**src/rtl/pipelined_div_recombiner.sv**
```systemverilog
// Rebuilds dividend = quotient*divisor + remainder through a DIVISORLEN-stage shift-add pipeline
// and flags results that no legal divider could produce.
// Latency DIVISORLEN clocks from input sample to output; no backpressure, one result per clock.
// Ports: clock/reset_n (async active-low); in_valid + quotient/divisor/remainder operands;
//        out_valid + dividend/ovf/rem_err/div_zero result; err_count saturating error tally.
module pipelined_div_recombiner #(
  parameter int DIVIDENDLEN = 16,
  parameter int DIVISORLEN  = 8
) (
  input  logic                              clock,
  input  logic                              reset_n,
  input  logic                              in_valid,
  input  logic [DIVIDENDLEN-1:0]            quotient,
  input  logic [DIVISORLEN-1:0]             divisor,
  input  logic [DIVISORLEN-1:0]             remainder,
  output logic                              out_valid,
  output logic [DIVIDENDLEN+DIVISORLEN-1:0] dividend,
  output logic                              ovf,
  output logic                              rem_err,
  output logic                              div_zero,
  output logic [15:0]                       err_count
);

  localparam int W = DIVIDENDLEN + DIVISORLEN;
  localparam int L = DIVISORLEN;

  // reg[0] holds freshly sampled operands; reg[L] feeds the outputs.
  logic                   st_vld      [0:L];
  logic [W-1:0]           st_acc      [0:L];
  logic [DIVIDENDLEN-1:0] st_q        [0:L];
  logic [DIVISORLEN-1:0]  st_d        [0:L];
  logic                   st_rem_err  [0:L];
  logic                   st_div_zero [0:L];

  // Partial product added between reg[k] and reg[k+1]: divisor bit k selects q << k.
  logic [W-1:0]           st_add      [0:L-1];

  logic [15:0]            err_cnt;
  logic                   any_err;

  always_comb begin
    for (int k = 0; k < L; k++) begin
      st_add[k] = '0;
      if (st_d[k][k]) st_add[k] = W'(st_q[k]) << k;
    end
  end

  // Result fields are gated so nothing leaks out on a bubble.
  assign out_valid = st_vld[L];
  assign dividend  = st_vld[L] ? st_acc[L] : '0;
  assign ovf       = st_vld[L] & (|st_acc[L][W-1:DIVIDENDLEN]);
  assign rem_err   = st_vld[L] & st_rem_err[L];
  assign div_zero  = st_vld[L] & st_div_zero[L];
  assign any_err   = out_valid & (ovf | rem_err | div_zero);
  assign err_count = err_cnt;

  always_ff @(posedge clock or negedge reset_n) begin
    if (!reset_n) begin
      for (int k = 0; k <= L; k++) begin
        st_vld[k]      <= 1'b0;
        st_acc[k]      <= '0;
        st_q[k]        <= '0;
        st_d[k]        <= '0;
        st_rem_err[k]  <= 1'b0;
        st_div_zero[k] <= 1'b0;
      end
      err_cnt <= '0;
    end else begin
      // Data loads every cycle; only the valid bit distinguishes a bubble.
      st_vld[0]      <= in_valid;
      st_acc[0]      <= W'(remainder);
      st_q[0]        <= quotient;
      st_d[0]        <= divisor;
      st_rem_err[0]  <= (remainder >= divisor); // also covers divisor == 0
      st_div_zero[0] <= (divisor == '0);

      for (int k = 0; k < L; k++) begin
        st_vld[k+1]      <= st_vld[k];
        st_acc[k+1]      <= st_acc[k] + st_add[k];
        st_q[k+1]        <= st_q[k];
        st_d[k+1]        <= st_d[k];
        st_rem_err[k+1]  <= st_rem_err[k];
        st_div_zero[k+1] <= st_div_zero[k];
      end

      // Saturate at all-ones rather than wrapping.
      if (any_err && (err_cnt != 16'hFFFF)) err_cnt <= err_cnt + 16'd1;
    end
  end

endmodule

```
**config.mk**
```make
export PLATFORM = sky130hd
export DESIGN_NAME = pipelined_div_recombiner
export DESIGN_NICKNAME = d
export VERILOG_FILES = /design/src/rtl/pipelined_div_recombiner.sv
export SDC_FILE = /design/constraint.sdc
export NUM_CORES = 1
export LEC_CHECK = 0
export BUFFER_PORTS_ARGS = -buffer_cell sky130_fd_sc_hd__buf_2
export CAP_MARGIN = 20
export CELL_PAD_IN_SITES_DETAIL_PLACEMENT = 0
export CELL_PAD_IN_SITES_GLOBAL_PLACEMENT = 2
export CORE_AREA = 3 3 150 298
export CTS_CLUSTER_DIAMETER = 200
export CTS_CLUSTER_SIZE = 12
export DETAILED_ROUTE_END_ITERATION = 16
export DIE_AREA = 0 0 153 301
export GPL_TIMING_DRIVEN = 0
export PLACE_DENSITY = 0.75
export SLEW_MARGIN = 10
export SYNTH_ARGS = -nofsm -noshare
export SYNTH_HDL_FRONTEND = slang
export SYNTH_SLANG_ARGS = --single-unit
```
**constraint.sdc**
```tcl
create_clock -name clock -period 4.3 [get_ports clock]
set_input_delay 0.43 -clock clock [delete_from_list [all_inputs] [get_ports clock]]
set_output_delay 0.43 -clock clock [all_outputs]
set_load 0.1 [all_outputs]
```
# Word level (Yosys, flattened, before mapping)
# Cells that the tools add are included.
# totals
inputBits	35
register_bits	428
word_cells	82
output_inout_bits	44
# op_classes
addsub	9
n_bitwise	6
n_reduce_logical	3
order_cmp	1
muxes	9
n_eq_ne	1
# op_table
cell	n
adder 24 x 18 -> 24 bit	1
adder 24 x 19 -> 24 bit	1
adder 24 x 20 -> 24 bit	1
adder 24 x 21 -> 24 bit	1
adder 24 x 22 -> 24 bit	1
adder 24 x 23 -> 24 bit	1
2-to-1 mux 24 bit	1
2-to-1 mux 23 bit	1
2-to-1 mux 22 bit	1
2-to-1 mux 21 bit	1
2-to-1 mux 20 bit	1
2-to-1 mux 19 bit	1
adder 17 x 17 -> 18 bit	1
2-to-1 mux 18 bit	1
adder 8 x 16 -> 17 bit	1
2-to-1 mux 17 bit	1
adder 16 x 1 -> 16 bit (second input constant)	1
2-to-1 mux 16 bit	1
!= test 16 bit (second input constant)	1
greater-or-equal comparator 8 bit	1
zero test 8 bit	1
OR reduction 8 bit	1
AND 1 bit	4
bitwise OR 1 bit	2
logical AND 1 bit	1

# Logic depth before layout (Yosys ltp)
# logic_depth
ltp_word	6
depth_mapped	9
depth_no_buf	9

# Least setup slack after synthesis
# No wires, ideal clock.
# synth_timing
kind	reg-to-output
startpoint	register st_vld, in the netlist out_valid
endpoint	output port ovf
stages_incl_launch_ff	3
required_ns	3.870
n_path_buf	0
path_slack_ns	1.256
arrival_ns	2.614
path_cell_list	dfrtp_1 > inv_1 > a21oi_1
# synth_via
elab_chain_len	1
# synth_lines
item	line	rtl
start: declaration	28	logic st_vld [0:L];
start signal: indexed assignment	78	st_vld[k+1] <= st_vld[k];
AND 1 bit	51	assign ovf = st_vld[L] & (|st_acc[L][W-1:DIVIDENDLEN]);
end: declaration	18	output logic ovf,
# No other way between the ends.

# Final worst setup path
# layout_timing
startpoint	register st_d[22] (netlist name)
endpoint	register st_acc[46] (netlist name)
# layout_via
elab_chain_len	2
# layout_lines
item	line	rtl
start: declaration	31	logic [DIVISORLEN-1:0] st_d [0:L];
start signal: indexed assignment	81	st_d[k+1] <= st_d[k];
2-to-1 mux 22 bit	44	if (st_d[k][k]) st_add[k] = W'(st_q[k]) << k;
adder 24 x 22 -> 24 bit	79	st_acc[k+1] <= st_acc[k] + st_add[k];
end signal: indexed assignment	79	
end: declaration	29	logic [W-1:0] st_acc [0:L];
# No other way between the ends.
# A chain may end at the register's enable or synchronous reset.

==> results_dict.tcl <==
set metrics [dict create \
    vdd_drop_max_uv 382.5 \
    io_buffers 78 \
    yosys_register_bits 379 \
    total_power_mw 11.48 \
    multi_input_area_um2 7271 \
    cp-end-kind "flip-flop" \
    synthTopCellsByArea "dfrtp_1, ha_1, and2_1, xnor2_1, a21oi_1" \
    period_share_pct 75.86 \
    diodes 0 \
    max_stage_delay_ps 610 \
    vias 10910 \
    start_kind "flip-flop" \
    maxCapViolCount 0 \
    cts_buffers 37 \
    grt_pass1_vias 12030 \
    fmax_ghz 0.3066 \
    min_period_ps 3262 \
    design_area_um2 19340 \
    syn_nets 1601 \
    grt_overflow 0 \
    clock_latency_ps 540 \
    path_delay_family "compound AO/OA/AOI/OAI gates" \
    grt_usage_pct 15.23 \
    hold_start "quotient[0]" \
    synthArstFlopShare_pct 100.0 \
    syn_to_final_growth_pct 14.10 \
    yosys_warnings 0 \
    slew_violations 0 \
    p_per_area_nw_per_um2 593.7 \
    cts_hold_buf 23 \
    postRouteAntennaNets 0 \
    postCtsSetupBuffers 0 \
    grt_max_degree 121 \
    leakagePower_nw 9.133 \
    slowest_stage "o31ai_1" \
    synth-edff-count 0 \
    cts_tree "yes" \
    route.detailed.drc 0 \
    wire_per_inst_um 16.19 \
    max_slew_margin_pct 47.53 \
    htreeDepth 2 \
    cts_resized 0 \
    yosysMostFrequentCell "dfrtp_1" \
    fin_util_pct 45.28 \
    max_slew.worst_pin.slew_ps 780.4 \
    die_y_um 301 \
    synth.distinct_cells 56 \
    seq_area_um2 9484 \
    numClockSinks 379 \
    cts-root-buf "clkbuf_16" \
    synthTopCellsByCount "dfrtp_1, and2_1, ha_1" \
    rsz0062_at_grt "no" \
    status "finished clean" \
    synth_flop_cell "dfrtp_1" \
    path_clk_slew_ps 60 \
    synth_top_area_share_pct 55.97 \
    crit-reg2reg-launch "st_d[22]" \
    n_fill_cell 3977 \
    num_rows 107 \
    die_w_um 153 \
    setup_ws_ps 1038 \
    synth_top_area_cell "dfrtp_1" \
    clk_path_buf_depth 3 \
    cp-startpoint "st_d[22]" \
    drive_gt1_share_pct 9.085 \
    core-area_um2 42710 \
    hpwlAfterDp_um 26210 \
    finalSetupTns_ps 0 \
    avgSynthCellArea_um2 11.86 \
    hold_slack_ps 29.94 \
    crit_type "flip-flop to flip-flop" \
    cp_max_fo 7 \
    grt_pass1_wl_um 56550 \
    synth_area_um2 16950 \
    gp_congestion 0.8167 \
    hp-class "primary input to flip-flop" \
    dieArea_um2 46050 \
    fin_cells 2119 \
    drt-total-wl_um 34310 \
    setup_viol 0 \
    clock_skew_ps 14.39 \
    fin_nets 1744 \
    drt-vias-per-instance 5.150 \
    dp_worst_setup_slack_ps 934.5 \
    syn_inst 1429 \
    dr.pass1.iters 4 \
    hold_viol 0 \
    placed_cells_incl_taps 2055 \
    start_util_pct 39.68 \
    worstPathArrival_ps 3660 \
    pin_count 79 \
    path_cells "and2_1 -> ha_1 -> fa_1 -> a21o_1 -> a211oi_1 -> nor2_1 -> o31ai_1 -> nor2b_1 -> o21ai_0" \
    drt_iter0_drc 340 \
    crit_required_ps 4700 \
    antenna_found_initial 0 \
    crit_buf_inv 0 \
    placed_cell_area_um2 18110 \
    ys_seq_area_share_pct 55.97 \
]
==> where the power goes <==
group          internal [mW]  switching [mW]
clock                   1.57            1.29
combinational           1.51            2.54
sequential              4.30           0.277
total                   7.38            4.10
==> sequential cells by signal, summed over array words and instances (netlist names) <==
| signal | cells |
|---|---|
| err_count | 16 |
| out_valid | 1 |
| st_acc | 172 |
| st_d | 36 |
| st_div_zero | 9 |
| st_q | 128 |
| st_rem_err | 9 |
| st_vld | 8 |
==> kinds of logic (layout without fill, tap and decap cells) <==
| logic type | Yosys count | in the layout | synth area share, % |
|---|---|---|---|
| and+or+nand+nor | 422 | 422 | 13.46 |
| DFF | 379 | 379 | 55.97 |
| AOI/OAI and AO/OA | 321 | 321 | 12.71 |
| adders and majority gates | 137 | 137 | 10.47 |
| xor gates and xnor gates | 105 | 105 | 5.427 |
| buffers and inverters | 51 | 196 | 1.130 |
| muxes | 14 | 14 | 0.8417 |
==> final cells by class <==
class	count	share of cell area (%)
inverters	31	0.6018
clock buffers	38	4.918
flip-flops and latches	379	49.05
well taps	545	3.527
clock inverters	3	0.2265
repair buffers	104	3.688
plain buffers	20	0.3882
multi-input cells	999	37.60
==> path summary, 6_finish.rpt <==
| path | end | slack, ps | cells after the start |
|---|---|---|---|
| min in group asynchronous | err_count[4] | 370 | 2 |
| worst min-delay path | st_q[128] | 30 | 1 |
| worst max register to register | st_acc[46] | 1040 | 9 |
| max in group asynchronous | st_acc[182] | 2550 | 4 |
| worst max-delay path | st_acc[46] | 1040 | 9 |
| worst min register to register | st_div_zero[2] | 340 | 0 |
==> worst register-to-register path, delay by kind of cell (launching register included) <==
family,cells,cell delay (ps)
compound gates,4,1360
fa+ha+maj,2,650
flops,1,440
simple gates,3,680
==> metal layers <==
| layer | up-vias | wire [um] | track usage, % | part of all wire (%) |
|---|---|---|---|---|
| met1 | 5332 | 10200 | 12.05 | 30 |
| met4 | 0 | 1505 | 6.987 | 4.4 |
| li1 | 5322 | - | - | - |
| met3 | 85 | 885 | 1.855 | 2.6 |
| met5 | - | 0 | 0 | 0 |
| met2 | 174 | 21720 | 34.20 | 63 |
==> cell usage in the layout (no fill, tap or decap), types with 15 or more instances in the layout <==
cell type / netlist / layout
a21o_1: 53 / 53
a21oi_1: 89 / 89
and2_1: 157 / 157
buf_2: 0 / 77
clkbuf_1: 15 / 15
clkbuf_16: 0 / 38
dfrtp_1: 379 / 379
dlygate4sd3_1: 0 / 23
ha_1: 129 / 129
inv_1: 31 / 31
nand2_1: 60 / 60
nand2b_1: 15 / 15
nand3_1: 17 / 17
nand4_1: 25 / 25
nor2_1: 79 / 79
nor3_1: 30 / 30
o21ai_0: 54 / 54
o21bai_1: 20 / 20
xnor2_1: 83 / 83
xor2_1: 22 / 22
Note: power is estimated with default switching activity, not from simulation.
